===== config.mk =====
export PLATFORM = sky130hd
export DESIGN_NAME = ram_access_ctrl
export DESIGN_NICKNAME = d
export VERILOG_FILES = /design/src/rtl/ram_access_ctrl_pkg.sv /design/src/rtl/ram_ctrl_rsp_fifo.sv /design/src/rtl/ram_access_ctrl.sv
export SDC_FILE = /design/constraint.sdc
export NUM_CORES = 1
export LEC_CHECK = 0
export CAP_MARGIN = 20
export CORE_ASPECT_RATIO = 0.8
export CORE_MARGIN = 5
export CORE_UTILIZATION = 51
export DETAILED_ROUTE_END_ITERATION = 10
export HOLD_SLACK_MARGIN = 0.03
export MAX_ROUTING_LAYER = met4
export PLACE_DENSITY_LB_ADDON = 0.25
export SLEW_MARGIN = 30
export SYNTH_ARGS = -nofsm -noshare
export SYNTH_HDL_FRONTEND = slang
export SYNTH_SLANG_ARGS = --single-unit

===== constraint.sdc =====
create_clock -name CLK -period 2.8 [get_ports CLK]
set_clock_uncertainty 0.1 [all_clocks]
set_input_delay 0.56 -clock CLK [delete_from_list [all_inputs] [get_ports CLK]]
set_output_delay 0.56 -clock CLK [all_outputs]
set_load 0.03 [all_outputs]

===== src/rtl/ram_access_ctrl_pkg.sv =====
// Shared FSM encoding and default geometry for ram_access_ctrl.
// ST_VERIFY exists only when RAM_CTRL_WRITE_VERIFY_EN is defined.
package ram_access_ctrl_pkg;

    localparam int DEF_AW        = 4;
    localparam int DEF_DW        = 4;
    localparam int DEF_LW        = 3;
    localparam int DEF_RSP_DEPTH = 4;
    localparam int DEF_WMASK     = 3;

    typedef enum logic [1:0] {
        ST_IDLE   = 2'd0,
        ST_BURST  = 2'd1
`ifdef RAM_CTRL_WRITE_VERIFY_EN
        , ST_VERIFY = 2'd2
`endif
    } state_e;

endpackage


===== src/rtl/ram_ctrl_rsp_fifo.sv =====
// Synchronous response FIFO; push and pop may coincide at any fill level.
// Reset is asynchronous, active-high, and empties the FIFO.
module ram_ctrl_rsp_fifo #(
    parameter  int DEPTH = 4,
    parameter  int DW    = 4,
    localparam int PW    = $clog2(DEPTH)
) (
    input  logic          clk_i,
    input  logic          rst_i,
    input  logic          push_i,
    input  logic [DW-1:0] push_data_i,
    input  logic          pop_i,
    output logic [DW-1:0] pop_data_o,
    output logic [PW:0]   count_o,
    output logic          full_o,
    output logic          empty_o
);

    logic [DW-1:0] mem_q [DEPTH];
    logic [PW-1:0] wr_ptr_q;
    logic [PW-1:0] rd_ptr_q;
    logic [PW:0]   count_q;
    logic          do_push;
    logic          do_pop;

    assign empty_o = (count_q == '0);
    assign full_o  = (count_q == (PW+1)'(DEPTH));
    assign count_o = count_q;
    assign do_pop  = pop_i && !empty_o;
    assign do_push = push_i && (!full_o || do_pop);

    // NOTE: sequential state uses non-blocking assignments so every register samples pre-edge values.
    always_ff @(posedge clk_i or posedge rst_i) begin
        if (rst_i) begin
            wr_ptr_q <= '0;
            rd_ptr_q <= '0;
            count_q  <= '0;
        end else begin
            if (do_push) wr_ptr_q <= wr_ptr_q + 1'b1;
            if (do_pop)  rd_ptr_q <= rd_ptr_q + 1'b1;
            count_q <= count_q + (PW+1)'(do_push) - (PW+1)'(do_pop);
        end
    end

    // NOTE: storage is not reset; empty masks stale entries, so only pointers and count need reset.
    always_ff @(posedge clk_i) begin
        if (do_push) mem_q[wr_ptr_q] <= push_data_i;
    end

    assign pop_data_o = empty_o ? '0 : mem_q[rd_ptr_q];

endmodule


===== src/rtl/ram_access_ctrl.sv =====
// Burst initiator for a single-port synchronous RAM with credited read responses.
// Optional write-verify read-back is enabled by defining RAM_CTRL_WRITE_VERIFY_EN.
module ram_access_ctrl
    import ram_access_ctrl_pkg::*;
#(
    parameter int             AW        = DEF_AW,
    parameter int             DW        = DEF_DW,
    parameter int             LW        = DEF_LW,
    parameter int             RSP_DEPTH = DEF_RSP_DEPTH,
    parameter logic [DW-1:0]  WMASK     = DW'(DEF_WMASK)
) (
    input  logic          CLK,
    input  logic          RST,
    input  logic          CMD_VALID,
    output logic          CMD_READY,
    input  logic          CMD_WR,
    input  logic [AW-1:0] CMD_ADDR,
    input  logic [LW-1:0] CMD_LEN,
    input  logic [DW-1:0] CMD_WDATA,
    output logic          RAM_EN,
    output logic          RAM_WR,
    output logic [AW-1:0] RAM_A,
    output logic [DW-1:0] RAM_D,
    input  logic [DW-1:0] RAM_Q,
    output logic          RSP_VALID,
    input  logic          RSP_READY,
    output logic [DW-1:0] RSP_DATA,
    output logic          BUSY,
    output logic          VERIFY_ERR
);

    localparam int             CW      = $clog2(RSP_DEPTH);
    localparam logic [CW:0]    DEPTH_V = (CW+1)'(RSP_DEPTH);

    state_e        state_q, state_d;
    logic [AW-1:0] addr_q, addr_d;
    logic [LW-1:0] rem_q, rem_d;
    logic          wr_q, wr_d;
    logic [DW-1:0] wdata_q, wdata_d;
    logic          inflight_q, inflight_d;
    logic          live_q;
    logic [CW:0]   fifo_count;
    logic          fifo_empty;
    logic          fifo_full_unused;
    logic          can_read;
    logic          advance;
`ifdef RAM_CTRL_WRITE_VERIFY_EN
    logic          vpend_q, vpend_d;
    logic          verr_q;
`endif

    // Same-cycle pops are deliberately not credited back.
    assign can_read = (fifo_count + (CW+1)'(inflight_q)) < DEPTH_V;

    always_ff @(posedge CLK or posedge RST) begin
        if (RST) begin
            state_q    <= ST_IDLE;
            addr_q     <= '0;
            rem_q      <= '0;
            wr_q       <= 1'b0;
            wdata_q    <= '0;
            inflight_q <= 1'b0;
            live_q     <= 1'b0;
        end else begin
            state_q    <= state_d;
            addr_q     <= addr_d;
            rem_q      <= rem_d;
            wr_q       <= wr_d;
            wdata_q    <= wdata_d;
            inflight_q <= inflight_d;
            live_q     <= 1'b1;
        end
    end

    always_comb begin
        // NOTE: every value written here is defaulted first so no path can infer a latch.
        state_d    = state_q;
        addr_d     = addr_q;
        rem_d      = rem_q;
        wr_d       = wr_q;
        wdata_d    = wdata_q;
        inflight_d = 1'b0;
        advance    = 1'b0;
        CMD_READY  = 1'b0;
        RAM_EN     = 1'b0;
        RAM_WR     = 1'b0;
`ifdef RAM_CTRL_WRITE_VERIFY_EN
        vpend_d    = 1'b0;
`endif
        case (state_q)
            ST_IDLE: begin
                CMD_READY = live_q;
                if (CMD_VALID && live_q) begin
                    wr_d    = CMD_WR;
                    addr_d  = CMD_ADDR;
                    rem_d   = CMD_LEN;
                    wdata_d = CMD_WDATA;
                    state_d = ST_BURST;
                end
            end
            ST_BURST: begin
                if (wr_q || can_read) begin
                    RAM_EN     = 1'b1;
                    RAM_WR     = wr_q;
                    inflight_d = !wr_q;
`ifdef RAM_CTRL_WRITE_VERIFY_EN
                    if (wr_q) state_d = ST_VERIFY;
                    else      advance = 1'b1;
`else
                    advance = 1'b1;
`endif
                end
            end
`ifdef RAM_CTRL_WRITE_VERIFY_EN
            ST_VERIFY: begin
                RAM_EN  = 1'b1;
                vpend_d = 1'b1;
                advance = 1'b1;
            end
`endif
            default: state_d = ST_IDLE;
        endcase
        if (advance) begin
            addr_d  = addr_q + 1'b1;
            rem_d   = rem_q - 1'b1;
            state_d = (rem_q == '0) ? ST_IDLE : ST_BURST;
        end
    end

    assign RAM_A     = addr_q;
    assign RAM_D     = wdata_q;
    assign RSP_VALID = !fifo_empty;

    ram_ctrl_rsp_fifo #(
        .DEPTH (RSP_DEPTH),
        .DW    (DW)
    ) u_rsp_fifo (
        .clk_i       (CLK),
        .rst_i       (RST),
        .push_i      (inflight_q),
        .push_data_i (RAM_Q),
        .pop_i       (RSP_READY),
        .pop_data_o  (RSP_DATA),
        .count_o     (fifo_count),
        .full_o      (fifo_full_unused),
        .empty_o     (fifo_empty)
    );

`ifdef RAM_CTRL_WRITE_VERIFY_EN
    // Verify reads are compared one cycle later, against what the RAM actually stores.
    always_ff @(posedge CLK or posedge RST) begin
        if (RST) begin
            vpend_q <= 1'b0;
            verr_q  <= 1'b0;
        end else begin
            vpend_q <= vpend_d;
            verr_q  <= verr_q | (vpend_q && (RAM_Q != (wdata_q & WMASK)));
        end
    end
    assign VERIFY_ERR = verr_q;
    assign BUSY = (state_q != ST_IDLE) || inflight_q || vpend_q || !fifo_empty;
`else
    logic unused_wmask;
    assign unused_wmask = ^WMASK;
    assign VERIFY_ERR   = 1'b0;
    assign BUSY = (state_q != ST_IDLE) || inflight_q || !fifo_empty;
`endif

endmodule


; ---- Yosys cells after proc, flatten, opt, wreduce, memory -nomap -nowiden
; Memories as Yosys holds them, arrays and structs flattened.
; Index checks and enable logic that the tools add are counted.
[word_totals]
ff_bits = 23
ram_bits = 16
output_inout_bits = 18
mem_count = 1
[classes]
addsub = 7
magnitude_cmp = 1
eq_ne = 4
mux = 20
reduce_logical = 19
[mem_list]
columns = name, depth, width, read_ports, rd_ports_with_merged_regs, write_ports, line
row1 = u_rsp_fifo.mem_q, 4, 4, 1, 0, 1, ram_ctrl_rsp_fifo.sv:19  ; logic [DW-1:0] mem_q [DEPTH];
[ops]
columns = cell, count
row1 = 4-bit 2-to-1 mux, 4
row2 = 1-bit 2-to-1 mux, 10
row3 = 3-bit 2-to-1 mux, 3
row4 = 3-bit by 1-bit adder with 3-bit output, 2
row5 = 3-bit logical NOT, 2
row6 = 2-bit AND reduction, 3
row7 = 2-bit nonzero test, 3
row8 = "2-bit by 1-bit adder with 2-bit output, second input constant", 2
row9 = "4-bit by 1-bit adder with 4-bit output, second input constant", 1
row10 = 1-bit logical OR, 4
row11 = 2-bit 2-to-1 mux, 2
row12 = 2-bit one-hot mux with 2 select lines, 1
row13 = "3-bit equality test, second input constant", 1
row14 = 1-bit logical AND, 3
row15 = 1-bit logical NOT, 3
row16 = "3-bit less-than comparator, second input constant", 1
row17 = "3-bit != test, second input constant", 1
row18 = 3-bit by 1-bit subtractor with 3-bit output, 1
row19 = "3-bit by 1-bit subtractor with 3-bit output, second input constant", 1
row20 = "2-bit by 1-bit equality test with 1-bit output, second input constant", 1
row21 = 2-bit logical NOT, 1
row22 = "2-bit != test, second input constant", 1

; ---- Longest topological paths before layout
; Gate-level depths: netlist of the first run.
[depth]
word_depth = 7
depth_mapped = 10
ltp_nobuf = 8

; ---- Hierarchy
; A second synthesis of the first run with hierarchy kept.
[unflattened]
cells_unflattened = 152
hier_area_um2 = 1889.3
[by_module_without_submodules]
columns = module, instances, cells_per_inst, area_each_um2, seq_area_each_um2
row1 = ram_ctrl_rsp_fifo, 1, 63, 1034.7, 655.6
row2 = ram_access_ctrl, 1, 89, 854.6, 375.4

; ---- Worst setup path after synthesis of the first run
; No wires, ideal clock.
[synth_timing]
path_kind = register to register
start = register u_rsp_fifo.count_q[2], in the netlist u_rsp_fifo.count_o[2]
end = register u_rsp_fifo.count_q[2], in the netlist u_rsp_fifo.count_o[2]
setup_ps = 123
arrival_time_ps = 2202
required_time_ps = 2577
slack_ps = 376
path_stages_with_launch = 11
synth_period_minus_slack_ps = 2424
path_cell_list = dfrtp_1 buf_6 or3_1 buf_6 and2_4 ha_1 inv_1 ha_1 fa_1 xnor2_1 xnor2_1
[synth_via]
elab_chain_cells = 7
elab_cells_between_ends = 9
[synth_rtl]
columns = item, line
row1 = start: declaration, ram_ctrl_rsp_fifo.sv:22  ; logic [PW:0] count_q;
row2 = start signal: assignment, ram_ctrl_rsp_fifo.sv:41  ; count_q <= count_q + (PW+1)'(do_push) - (PW+1)'(do_pop);
row3 = 3-bit logical NOT *, ram_ctrl_rsp_fifo.sv:26  ; assign empty_o = (count_q == '0);
row4 = 1-bit logical NOT *, --
row5 = net RSP_VALID, ram_access_ctrl.sv:25  ; output logic RSP_VALID,
row6 = 1-bit logical AND *, ram_ctrl_rsp_fifo.sv:29  ; assign do_pop = pop_i && !empty_o;
row7 = net u_rsp_fifo.do_pop, ram_ctrl_rsp_fifo.sv:24  ; logic do_pop;
row8 = 1-bit logical OR, ram_ctrl_rsp_fifo.sv:30  ; assign do_push = push_i && (!full_o || do_pop);
row9 = 1-bit logical AND, ram_ctrl_rsp_fifo.sv:30
row10 = 3-bit by 1-bit adder with 3-bit output, ram_ctrl_rsp_fifo.sv:41
row11 = 3-bit by 1-bit subtractor with 3-bit output *, ram_ctrl_rsp_fifo.sv:41
; Mark *: on every way through the listed nets, which the timed path passes. The rest lies on a longest branch.
; A chain may end at the register's enable or synchronous reset.

; ---- Worst setup path in the final report of the first run
[layout_timing]
start = register u_rsp_fifo.count_q[2], in the netlist u_rsp_fifo.count_o[2]
end = output port RAM_EN
[layout_via]
elab_chain_cells = 5
[layout_rtl]
columns = item, line
row1 = 3-bit by 1-bit adder with 3-bit output, ram_access_ctrl.sv:53  ; assign can_read = (fifo_count + (CW+1)'(inflight_q)) < DEPTH_V;
row2 = 3-bit less-than comparator, ram_access_ctrl.sv:53
row3 = 1-bit logical OR, ram_access_ctrl.sv:102  ; if (wr_q || can_read) begin
row4 = 1-bit 2-to-1 mux, ram_access_ctrl.sv:102
row5 = 1-bit 2-to-1 mux, ram_access_ctrl.sv:90  ; case (state_q)
row6 = end: declaration, ram_access_ctrl.sv:20  ; output logic RAM_EN,
; No other way between the ends.

==> flow_summary.ini, run 1 <==
[setup_path]
cp.required_ns = 2.14
worstPathMaxFanout = 8
crit_path_max_incr_delay_ns = 0.67
cp_num_buf_inv = 2
start_kind = register
cp_top_family = buffers and inverters
crit_chain = a31oi_1 > o21a_2 > nor2_4 > inv_2 > clkdlybuf4s50_1
path_class = register to output pin
worst_setup_path_end_kind = output pin
critPathSlowestCell = clkdlybuf4s50_1
arrival_ns = 2.03

[route]
wl_per_cell_um = 16.0
ant_nets = 0
drt_pass1_iterations = 4
viasPerCell = 5.47
drcViolationCount = 0
dr_total_vias = 1280
drtIter0Drc = 81
wl_um = 3740

[clock_network]
h-tree-depth = 2
post_cts_resized = 2
cts_setup_buffers = 0
clock-sinks = 38
clock_latency_ns = 0.29
clk_pin_slew_ns = 0.07
numCtsBuffers = 5
hold_buffers = 0
cts_tree = yes
clock-root-buffer = clkbuf_8
cts_buffer_depth = 2

[timing]
min_period_ns = 2.69
rsz0062_at_grt = no
layout_setup_ws_ns = 0.110
worst_pin_slew_ns = 0.506
hold_viol_final = 0
max_slew_margin_pct = 66.2
period_share_pct = 96.1
setup_tns_ns = 0
max_freq_mhz = 372
finalSetupViolCount = 0
final_max_slew_viol_count = 0

[logic_synthesis]
avgSynthCellArea_um2 = 12.2
synth_seq_area_share_pct = 55.0
syn_inst = 153
synth_area_leaders = dfrtp_1 29%, edfxtp_1 26%, ha_1 6.0%
synth-simple-area-share_pct = 15.0
async_reset_ff_share_pct = 57.9
muxShareOfSynthArea_pct = 6.41
yosys.area.top_type = dfrtp_1
synthAdderAreaFrac_pct = 7.08
syn_nets = 183
synth.most_common_cell = dfrtp_1
synth-compound-area-share_pct = 8.42
synth-edff-count = 16
synth_top_area_share_pct = 29.4
yosys_warnings = 0
netlist_area_um2 = 1870
synth_cell_type_count = 44
synthFlopType = dfrtp_1
synth_xor_area_share_pct = 2.81
synth_top_family_by_area = simple AND/OR/NAND/NOR gates
synth_commonest_cells = 22 x dfrtp_1, 17 x nand2_1, 16 x edfxtp_1
ys_seq_elements = 38

[pwr]
power.leakage_uw = 0.000973
clkPwrFrac_pct = 13.1
p_int_uw = 1580
p_sw_uw = 1120
switching_share_pct = 41.4
comb_power_share_pct = 50.8
p_per_area_nw_per_um2 = 1160
vdd_drop_max_uv = 562
seqPwrFrac_pct = 36.1

[die]
fp.dieW_um = 77.8
rows = 19
core_region_area_um2 = 3490
io_pins = 38
die_h_um = 64.2
initial_utilization_pct = 53.6
dieArea_um2 = 4990

[final_layout]
fillCellCount = 264
seq_area_um2 = 1030
diodes = 0
fin_util_pct = 66.7
final-instance-count-excl-fill = 234
drive_above_1_share_pct = 12.5
syn_to_final_growth_pct = 24.4
finalNetCount = 221
multiInputGateArea_um2 = 752

[grt]
grt_pass1_vias = 1394
antenna_found_initial = 0
grt_pass1_wl_um = 6490
grt_max_degree = 23
grt_overflow = 0
grt_util_all_layers_pct = 17.4

[place]
place_congestion = 0.809
pre_cts_ws_ns = 0.246
dp.cells = 226
port_buffers = 36
hpwlAfterDp_um = 2910

[worst_hold_path]
holdCritPathClass = register to register

[run]
drv_cap = 0

[run_status]
outcome = finished, final reports clean
cell families (layout without fill, tap and decap cells):
kind of cell             after synthesis  after routing
XOR/XNOR                               6              6
other                                  2              2
flip-flops                            38             38
AO/OA/AOI/OAI                         20             20
multiplexers                           7              7
buffers and inverters                 18             57
AND/OR/NAND/NOR                       52             52
adder cells (fa/ha/maj)               10             10
tightest hold or removal path, stage by stage, from the launching register on:
cell and delay, ns:
dfrtp_1 0.35, nand2_1 0.05, nand2_1 0.06
path summary, 6_finish.rpt:
| check | to | cells past startpoint | start | slack [ns] |
|---|---|---|---|---|
| worst min-delay path | RAM_D[2] | 2 | RAM_D[2] | 0.39 |
| min in group asynchronous | RAM_D[2] | 2 | RST | 0.51 |
| max in group asynchronous | u_rsp_fifo.rd_ptr_q[0] | 2 | RST | 1.73 |
| worst min register to register | RAM_D[2] | 2 | RAM_D[2] | 0.39 |
| worst max-delay path | RAM_EN | 5 | u_rsp_fifo.count_o[2] | 0.11 |
| worst max register to register | u_rsp_fifo.count_o[2] | 8 | u_rsp_fifo.count_o[1] | 0.28 |
cells in the final DEF, fill, tap and decap left out, drive strengths merged, types with 2 or more instances in the layout:
cell           instances
clkdlybuf4s50         35
dfrtp                 22
nand2                 18
edfxtp                16
inv                   12
and2                  11
nor2                  10
ha                     9
clkbuf                 6
xnor2                  5
mux4                   4
o21ai                  4
mux2i                  3
a21oi                  3
nor2b                  2
a31oi                  2
or3                    2
a221o                  2
a31o                   2
conb                   2
a211oi                 2
nor3                   2
clkinv                 2
area by class of cell:
class / instances / share of cell area [%]
flip-flops and latches: 38 / 44.3
clock buffers: 6 / 3.11
inverters: 12 / 1.93
repair buffers: 37 / 15.7
clock inverters: 2 / 0.376
well taps: 42 / 2.26
multi-input cells: 97 / 32.3
metrics by stage:
stage / power (µW) / cell area [µm²] / hold slack [ns]
floorplan: 1920 / 1870 / 0.400
global placement: 2300 / 2250 / 0.360
detailed placement: 2360 / 2250 / 0.367
CTS: 2730 / 2330 / 0.391
global route: 2910 / 2330 / 0.425
finish: 2700 / 2330 / 0.388
sequential cells by signal, summed over array words and instances (netlist names):
name	flops
RAM_D	4
RAM_A	4
live_q	1
inflight_q	1
u_rsp_fifo.rd_ptr_q	2
u_rsp_fifo.wr_ptr_q	2
u_rsp_fifo.mem_q	16
u_rsp_fifo.count_o	3
wr_q	1
rem_q	3
state_q	1
metal layers:
layer | global-route usage (%) | vias up | wire [µm] | share of wire (%)
met5 | - | - | 0 | 0
met4 | 7.08 | 0 | 72 | 1.9
met3 | 4.63 | 8 | 182 | 4.9
met2 | 27.2 | 36 | 1830 | 49
met1 | 21.3 | 634 | 1650 | 44
li1 | - | 602 | - | -
power by group through the flow:
stage	Clock (µW)	Combinational (µW)	Sequential [µW]
after detailed placement	0	1380	982
after floorplan	0	904	1010
after global routing	392	1500	1010
after global placement	0	1340	964
after CTS	365	1390	975
final	354	1370	975
Note: power is estimated with default switching activity, not from simulation.
==> run 2, diff against run 1 <==
Settings changed: CORE_UTILIZATION 51 to 54.
Clock period 2.8 ns to 3.17 ns, I/O delays scaled along.
==> flow_summary.ini, run 2 (same netlist as run 1, synthesis figures left out) <==
[final_layout]
diodes = 0
final_cell_mix = 36 x clkdlybuf4s50_1, 22 x dfrtp_1, 17 x nand2_1
final_common_cell = clkdlybuf4s50_1
fin_area_um2 = 2350
top_register = u_rsp_fifo.mem_q
syn_to_final_growth_pct = 25.5
final-instance-count-excl-fill = 233
largest_reg_flops = 16
finalNetCount = 220
drive_above_1_share_pct = 12.0
fillCellCount = 254

[clock_network]
hold_buffers = 0
cts_setup_buffers = 0
post_cts_resized = 0
clk_pin_slew_ns = 0.08
clock_latency_ns = 0.29
h-tree-depth = 2
cts_buffer_depth = 2
clock-sinks = 38
numCtsBuffers = 5
cts_tree = yes
clock-root-buffer = clkbuf_8

[place]
place_congestion = 0.797
port_buffers = 36
hpwlAfterDp_um = 2840
dp.cells = 225
post_dp_cell_area_um2 = 2240

[run_status]
outcome = finished, final reports clean

[pwr]
total_power_uw = 2470
p_per_area_nw_per_um2 = 1050
vdd_drop_max_uv = 666
power.leakage_uw = 0.000984

[grt]
grt_pass1_wl_um = 6330
grt_max_degree = 23
grt_overflow = 0
grt_pass1_vias = 1339
antenna_found_initial = 0
grt_util_all_layers_pct = 17.8

[route]
ant_nets = 0
dr_total_vias = 1261
drcViolationCount = 0
drt_pass1_iterations = 4
viasPerCell = 5.41
wl_um = 3750
drtIter0Drc = 76
wl_per_cell_um = 16.1

[setup_path]
critPathSlowestCell = clkdlybuf4s50_1
crit_chain = or3_1 > or3_1 > clkdlybuf4s50_1
crit-reg2reg-capture = u_rsp_fifo.count_o[2]
cp_num_buf_inv = 1
startpoint = u_rsp_fifo.count_o[2]
worstPathMaxFanout = 8
path_depth = 3
reg2regPathDepth = 8
cpMostUsedCell = or3_1
arrival_ns = 2.14
r2r_slack_ns = 0.68
cp.required_ns = 2.44
path_class = register to output pin
cp_top_family = simple AND/OR/NAND/NOR gates
worst_setup_path_end_kind = output pin
reg2reg_from = u_rsp_fifo.count_o[2]
start_kind = register
crit_path_max_incr_delay_ns = 0.59
worstSetupEndpoint = BUSY

[timing]
rsz0062_at_grt = no
period_share_pct = 90.6
hold_viol_final = 0
min_period_ns = 2.87
setup_tns_ns = 0
max_freq_mhz = 348
final_max_slew_viol_count = 0
max_slew_margin_pct = 45.6
worst_pin_slew_ns = 0.811
finalSetupViolCount = 0

[die]
die_h_um = 62.7
core_region_area_um2 = 3400
dieArea_um2 = 4750
io_pins = 38
rows = 19
initial_utilization_pct = 55.1
fp.dieW_um = 75.8

[worst_hold_path]
holdCritPathClass = register to register

[run]
drv_cap = 0
==> run 2: worst min path at each step <==
stage | start | endpoint | slack (ns) | depth (start not counted)
finish | RAM_D[0] | RAM_D[0] | 0.39 | 2
global route | RAM_D[0] | RAM_D[0] | 0.42 | 2
CTS | RAM_D[2] | RAM_D[2] | 0.39 | 2
detailed placement | RAM_D[2] | RAM_D[2] | 0.38 | 2
global placement | RAM_D[3] | RAM_D[3] | 0.36 | 2
floorplan | wr_q | inflight_q | 0.40 | 1
==> run 2: stage by stage <==
stage          setup slack, ns  hold WS, ns  utilization (%)
3_3_place_gp             0.593        0.359             65.9
4_1_cts                  0.286        0.393             69.1
3_5_place_dp             0.545        0.375             65.9
6_report                 0.299        0.391             69.1
2_1_floorplan            0.746        0.400                -
5_1_grt                  0.205        0.416             69.1
==> run 2: cell type report <==
class	instances	area, µm²	area share [%]
multi-input cells	97	752	32.0
repair buffers	36	360	15.3
flip-flops and latches	38	1030	43.9
well taps	42	52.6	2.24
clock buffers	5	68.8	2.93
clock inverters	3	40.0	1.70
inverters	12	45.0	1.92
==> run 2: tightest hold or removal path, delay by kind of cell (launching register included) <==
| kind | cells | cell delay (ns) |
|---|---|---|
| flip-flops | 1 | 0.35 |
| AND/OR/NAND/NOR | 2 | 0.10 |
==> run 2: power by group <==
part           leakage (µW)  switching (µW)  total [µW]  internal (µW)
clock network     0.0000579             170         402            232
logic              0.000521             647        1200            554
registers          0.000405             185         870            685
==> run 2: layer usage <==
layer	vias up	wire length (µm)	share of wire [%]	global-route usage [%]
met5	-	0	0	-
met4	0	34	0.91	4.80
met3	5	187	5.0	4.50
met2	34	1890	50	27.7
met1	618	1640	44	23.1
li1	604	-	-	-
